--- src/rtl/spi_rr_scheduler.sv ---
// Round-robin scheduler sharing one SPI master byte engine among NREQ requesters.
// A request is launched with m_start, tracked through the chip-select low/high
// handshake, and answered with a one-cycle done pulse plus the received byte.
// A per-phase watchdog aborts transfers whose handshake stalls.
module spi_rr_scheduler #(
    parameter int NREQ    = 4,
    parameter int DW      = 8,
    parameter int TIMEOUT = 1023
) (
    input  logic                 clk,
    input  logic                 rst,
    input  logic [NREQ-1:0]      req,
    input  logic [NREQ*DW-1:0]   req_data,
    output logic [NREQ-1:0]      gnt,
    output logic [NREQ-1:0]      done,
    output logic [DW-1:0]        rsp_data,
    output logic                 timeout_err,
    output logic                 busy,
    output logic                 m_start,
    output logic [DW-1:0]        m_data_in,
    input  logic                 m_cs,
    input  logic [DW-1:0]        m_data_out
);

    localparam int IW = (NREQ > 1) ? $clog2(NREQ) : 1;
    localparam int CW = $clog2(TIMEOUT + 1);

    typedef enum logic [1:0] {IDLE, LAUNCH, WAIT_HI, DONE} state_t;

    state_t          state, state_nx;
    logic [IW-1:0]   idx, idx_nx;
    logic [IW-1:0]   last, last_nx;
    logic [IW-1:0]   win, cand;
    logic            found;
    logic [CW-1:0]   cnt, cnt_nx;
    logic            wd_hit;
    logic            xfer_end, wd_abort;
    logic [NREQ-1:0] gnt_nx, done_nx;
    logic [DW-1:0]   rsp_nx, m_data_nx;
    logic            terr_nx, m_start_nx;

    // The counter value reached on the next increment equals TIMEOUT.
    assign wd_hit = (cnt == CW'(TIMEOUT - 1));
    assign busy   = (state != IDLE);

    // Pick the first pending requester after the last one served, wrapping around.
    always_comb begin
        // NOTE: every combinational output gets a default first, so no path leaves it unassigned (no latch).
        found = 1'b0;
        win   = '0;
        cand  = '0;
        for (int k = 1; k <= NREQ; k++) begin
            cand = IW'((int'(last) + k) % NREQ);
            if (!found && req[cand]) begin
                found = 1'b1;
                win   = cand;
            end
        end
    end

    // Next-state and next-output logic for the transfer FSM.
    always_comb begin
        state_nx   = state;
        idx_nx     = idx;
        last_nx    = last;
        cnt_nx     = cnt;
        gnt_nx     = gnt;
        done_nx    = '0;
        terr_nx    = 1'b0;
        rsp_nx     = rsp_data;
        m_start_nx = m_start;
        m_data_nx  = m_data_in;
        xfer_end   = 1'b0;
        wd_abort   = 1'b0;

        case (state)
            // DONE arbitrates exactly like IDLE so a new grant can follow the done pulse directly.
            IDLE, DONE: begin
                state_nx = IDLE;
                if (found && m_cs) begin
                    state_nx    = LAUNCH;
                    idx_nx      = win;
                    gnt_nx      = '0;
                    gnt_nx[win] = 1'b1;
                    m_data_nx   = req_data[int'(win)*DW +: DW];
                    m_start_nx  = 1'b1;
                    cnt_nx      = '0;
                end
            end
            LAUNCH: begin
                if (!m_cs) begin
                    state_nx   = WAIT_HI;
                    m_start_nx = 1'b0;
                    cnt_nx     = '0;
                end else if (wd_hit) begin
                    xfer_end = 1'b1;
                    wd_abort = 1'b1;
                end else begin
                    cnt_nx = cnt + 1'b1;
                end
            end
            WAIT_HI: begin
                if (m_cs) begin
                    xfer_end = 1'b1;
                end else if (wd_hit) begin
                    xfer_end = 1'b1;
                    wd_abort = 1'b1;
                end else begin
                    cnt_nx = cnt + 1'b1;
                end
            end
            default: state_nx = IDLE;
        endcase

        if (xfer_end) begin
            state_nx      = DONE;
            gnt_nx        = '0;
            done_nx[idx]  = 1'b1;
            last_nx       = idx;
            m_start_nx    = 1'b0;
            rsp_nx        = wd_abort ? '0 : m_data_out;
            terr_nx       = wd_abort;
        end
    end

    // State and registered outputs; reset aborts any transfer in progress.
    always_ff @(posedge clk) begin
        // NOTE: sequential state uses non-blocking assignments so every register sees pre-edge values.
        if (rst) begin
            state       <= IDLE;
            idx         <= '0;
            last        <= IW'(NREQ - 1);
            cnt         <= '0;
            gnt         <= '0;
            done        <= '0;
            rsp_data    <= '0;
            timeout_err <= 1'b0;
            m_start     <= 1'b0;
            m_data_in   <= '0;
        end else begin
            state       <= state_nx;
            idx         <= idx_nx;
            last        <= last_nx;
            cnt         <= cnt_nx;
            gnt         <= gnt_nx;
            done        <= done_nx;
            rsp_data    <= rsp_nx;
            timeout_err <= terr_nx;
            m_start     <= m_start_nx;
            m_data_in   <= m_data_nx;
        end
    end

endmodule
--- config.mk ---
export PLATFORM = sky130hd
export DESIGN_NAME = spi_rr_scheduler
export DESIGN_NICKNAME = d
export VERILOG_FILES = /design/src/rtl/spi_rr_scheduler.sv
export SDC_FILE = /design/constraint.sdc
export NUM_CORES = 1
export LEC_CHECK = 0
export BUFFER_PORTS_ARGS = -buffer_cell sky130_fd_sc_hd__buf_2
export CORE_ASPECT_RATIO = 1.25
export CORE_UTILIZATION = 50
export CTS_CLUSTER_DIAMETER = 120
export CTS_CLUSTER_SIZE = 14
export DETAILED_ROUTE_END_ITERATION = 10
export PLACE_DENSITY_LB_ADDON = 0.25
export SLEW_MARGIN = 20
export SYNTH_ARGS = -nofsm -noshare
export SYNTH_HDL_FRONTEND = slang
export SYNTH_SLANG_ARGS = --single-unit
--- constraint.sdc ---
create_clock -name clk -period 2 [get_ports clk]
set_input_delay 0.6 -clock clk [delete_from_list [all_inputs] [get_ports clk]]
set_output_delay 0.6 -clock clk [all_outputs]
set_load 0.02 [all_outputs]
# Word-level counts from Yosys, hierarchy flattened
# Index checks and enable logic that the tools add are counted.
# Widths: inputs -> output; s select.
[totals]
ff_bits = 42
in_bits = 47
out_inout_bits = 27
elab_cells = 92
[op_classes]
n_addsub = 5
magnitude_cmp = 8
n_eq_ne = 8
shift = 1
n_mux = 39
bitwise = 1
n_reduce_logical = 20
[op_table]
columns = ["cell", "count"]
rows = [
  ["$mux 10", 4],
  ["$shiftx 32x6->8", 1],
  ["$pmux 10 s3", 1],
  ["$lt 2x3->1 const B", 6],
  ["$mux 1", 17],
  ["$mux 2", 6],
  ["$add 10x1->10 const B", 1],
  ["$eq 10x10->1 const B", 1],
  ["$bmux 1 s2", 4],
  ["$mux 8", 1],
  ["$logic_and 1x1->1", 6],
  ["$ne 2x2->1 const B", 3],
  ["$pmux 1 s2", 3],
  ["$reduce_and 2->1", 3],
  ["$reduce_or 2->1", 3],
  ["$add 2x1->2 const B", 2],
  ["$add 2x2->2 const B", 2],
  ["$demux 1 s2", 2],
  ["$eq 2x2->1 const B", 2],
  ["$ge 2x1->1 const B", 2],
  ["$pmux 2 s2", 1],
  ["$reduce_bool 2->1", 2],
  ["$logic_not 1->1", 3],
  ["$ne 3x3->1 const B", 1],
  ["5 further kinds", 5],
]

# Logic depth before layout (Yosys ltp)
[depth]
depth_word = 17
ltp_mapped = 9

# Worst setup path before layout
# Ideal clock, no wire load.
[synth_path]
kind = "in2reg"
startpoint = "input req[1]"
endpoint = "register m_data_in[0]"
setup_ps = 117
t_arrival_ps = 1775
required_ps = 1883
setup_slack_ps = 108
cell_stages = 7
path_cell_list = "o21a_1 a211oi_2 buf_6 buf_8 mux2i_1 mux2i_1 a22o_1"
[synth_via]
elab_chain_len = 14
[synth_rtl]
columns = ["item", "line", "text"]
rows = [
  ["start, declared", "12", "input logic [NREQ-1:0] req,"],
  ["parallel branches: the longest is 14 deep, another holds $bmux 1 s2", "n/a", ""],
  ["end signal, assigned", "150", "m_data_in <= m_data_nx;"],
  ["end, declared", "20", "output logic [DW-1:0] m_data_in,"],
]
# Several ways; the timed one is not identified. The select of a mux whose other input is x is not followed.
# A chain may end at the register's enable or synchronous reset.

# Final worst setup path
[layout_path]
startpoint = "register state[0]"
endpoint = "register cnt[3]"
[layout_via]
elab_chain_len = 4
[layout_rtl]
columns = ["item", "line", "text"]
rows = [
  ["start, declared", "30", "state_t state, state_nx;"],
  ["start signal, assigned", "141", "state <= state_nx;"],
  ["$eq 2x2->1 or $logic_not 2->1 (tied branches)", "76", "case (state)"],
  ["$reduce_or 2->1", "76", ""],
  ["$ne 2x2->1 (no line)", "n/a", ""],
  ["$reduce_and 2->1 (no line)", "n/a", ""],
  ["end signal, assigned", "144", "cnt <= cnt_nx;"],
  ["end, declared", "35", "logic [CW-1:0] cnt, cnt_nx;"],
]
# Parallel ways exist; a longest one is shown, timed or not.

==> impl_metrics.py <==
metrics = {
    "grt": {
        "grt_max_degree": 18,
        "overflow": 0,
        "grt_pass1_wl_um": 7976,
        "antenna_found_initial": 0,
        "grt_usage": 0.2203,
        "first_global_vias": 1903,
    },
    "yosys": {
        "yosysUniqueCellTypes": 43,
        "yosysMostFrequentCell": "dfxtp_1",
        "syn-cell-area_um2": 2241,
        "synthTopCellsByArea": "dfxtp_1, mux2i_1, a22o_1",
        "netlist_instances": 238,
        "synth_warnings": 0,
        "synthesis.nets": 290,
        "synth_edf_count": 0,
        "async_reset_ff_frac": 0,
        "avgSynthCellArea_um2": 9.416,
        "synth_top_cell_area_share": 0.3752,
        "synth.yosys.seq_area_share": 0.3752,
        "netlist_top_cells_count": "dfxtp_1, mux2i_1, nor2_1",
        "yosys.area.top_type": "dfxtp_1",
        "synth_ff_type": "dfxtp_1",
        "ys_ff_latch": 42,
    },
    "cts": {
        "cts_buffers": 5,
        "clkTransAtPathRegs_ns": 0.08,
        "cts_root_buf": "clkbuf_8",
        "cts_max_path_buffers": 2,
        "clock_latency_ns": 0.30,
        "cts_tree": "yes",
        "ctsHoldBuffers": 0,
        "clkSinkCount": 42,
        "cts.htree.levels": 2,
    },
    "drt": {
        "vias": 2001,
        "vias_per_cell": 5.197,
        "drtPass1Iterations": 4,
        "final_antenna_net_count": 0,
        "detail_route.wl_per_cell_um": 12.91,
        "drc": 0,
        "drt_first_iter_violations": 102,
        "wirelength_um": 4972,
    },
    "worst_setup_path": {
        "slowest_delay_ns": 0.33,
        "start_kind": "flop",
        "cp_cell_sequence": "inv_1 -> ha_4 -> buf_6 -> inv_1 -> a22o_1 -> buf_12 -> nor4b_2 -> xnor2_1 -> nor2_1",
        "worst-setup-path-type": "reg -> reg",
        "crit_family": "buffers and inverters",
        "critPathBufInv": 4,
        "crit_required_ns": 2.17,
        "cp.arrival_ns": 2.06,
        "cp_slowest_cell": "dfxtp_1",
        "cpMostUsedCell": "inv_1",
        "critPathCaptureType": "flop",
        "path_max_fanout": 10,
    },
    "pwr": {
        "power.density_nw_per_um2": 622.8,
        "ir_worst_vdd_mv": 0.5225,
        "power_mw": 1.820,
        "leakagePower_nw": 1.333,
    },
    "die": {
        "pin_count": 74,
        "die_area_um2": 4755,
        "core_um2": 4197,
        "rows": 26,
        "start_util": 0.5340,
        "die_w_um": 61.88,
        "die_y_um": 76.85,
    },
    "status": {
        "outcome": "completed",
    },
    "placed_design": {
        "placed_cells": 376,
        "portBuffers": 73,
        "hpwlAfterDp_um": 3666,
        "place_congestion": 0.8175,
    },
    "sta": {
        "drv_slew": 0,
        "period_share": 0.9484,
        "max_freq_mhz": 527.2,
        "worst_pin_slew_ns": 0.5606,
        "setup_viol": 0,
        "worst_hold_slack_ns": 0.4745,
        "fin_crit_ns": 1.897,
        "clock_skew_ns": 0.01233,
        "worst_slew_margin_rel": 0.6249,
        "hold_viol": 0,
    },
    "cells_and_area": {
        "fin_nets": 380,
        "area_delta_synth_final_pct": 30.43,
        "drive_gt1_frac": 0.3647,
        "stdcell_count": 385,
        "diodes": 0,
    },
    "min_path": {
        "hold_path.class": "reg -> reg",
    },
    "flow_run": {
        "drv_cap": 0,
    },
}
## cells by family after synthesis
group,share of synthesized area
flops,0.3752
compound gates,0.1552
xor+xnor,0.02736
fa+ha+maj,0.02792
simple gates,0.2535
mux,0.1072
buf+inv,0.05359
## report_power, final
| part | internal, mW | total, mW | switching, mW |
|---|---|---|---|
| clock | 0.246 | 0.540 | 0.294 |
| sequential | 0.870 | 0.892 | 0.0224 |
| combinational | 0.185 | 0.388 | 0.202 |
## routing by layer
metal / part of all wire / GRT usage
met1: 0.44 / 0.2326
met2: 0.50 / 0.3957
met3: 0.048 / 0.05734
met4: 0.015 / 0.08444
met5: 0 / 0
## registers in the layout (all words and copies together) (netlist names)
signal       count
cnt             10
done             4
gnt              4
idx              2
last             2
m_data_in        8
m_start          1
rsp_data         8
state            2
timeout_err      1
## cell usage in the layout (no fill, tap or decap), drive strengths merged, types with 7 or more instances in the layout
cell and n:
inv 8, nand3b 8, buf 95, mux2i 24, nor3 8, nand2 18, nand3 14, nor2 23
a22o 10, nor2b 9, dfxtp 42, a21oi 7, xnor2 7
## tightest hold or removal path, delay by kind of cell (launching register included)
kind	cells	cell delay, ns
simple gates	2	0.13
flops	1	0.31
## metrics by stage
step	setup TNS [ns]	util	instance area [µm²]	worst slack, ns
after CTS	0	0.6860	2879	0.007767
after floorplan	0	-	2241	0.1079
after detailed placement	-0.8045	0.6646	2789	-0.1494
final	0	0.6965	2923	0.1033
after global routing	-0.01015	0.6965	2923	-0.01015
after global placement	-0.3988	0.6646	2789	-0.05377
## final timing paths
kind / cells after the start / end / start / slack, ns
max: 9 / cnt[3] / state[0] / 0.10
max reg2reg: 9 / cnt[3] / state[0] / 0.10
min: 2 / rsp_data[3] / rsp_data[3] / 0.47
min reg2reg: 2 / rsp_data[3] / rsp_data[3] / 0.47
## repair_timing
item	CTS	global route
buffers inserted	0	1
gates resized for setup	1	4
pin swaps	0	1
endpoints found under the setup margin	1	24
endpoints found under the hold margin	0	0
## cell type report
| class | count | area (µm²) |
|---|---|---|
| tap | 56 | 70.07 |
| inverter | 8 | 30.03 |
| clock buffer | 6 | 72.57 |
| sequential | 42 | 840.8 |
| multi-input combinational | 176 | 1324 |
| fill | 367 | 1274 |
| timing repair buffer | 95 | 571.8 |
| clock inverter | 2 | 13.76 |
Note: power is estimated with default switching activity, not from simulation.
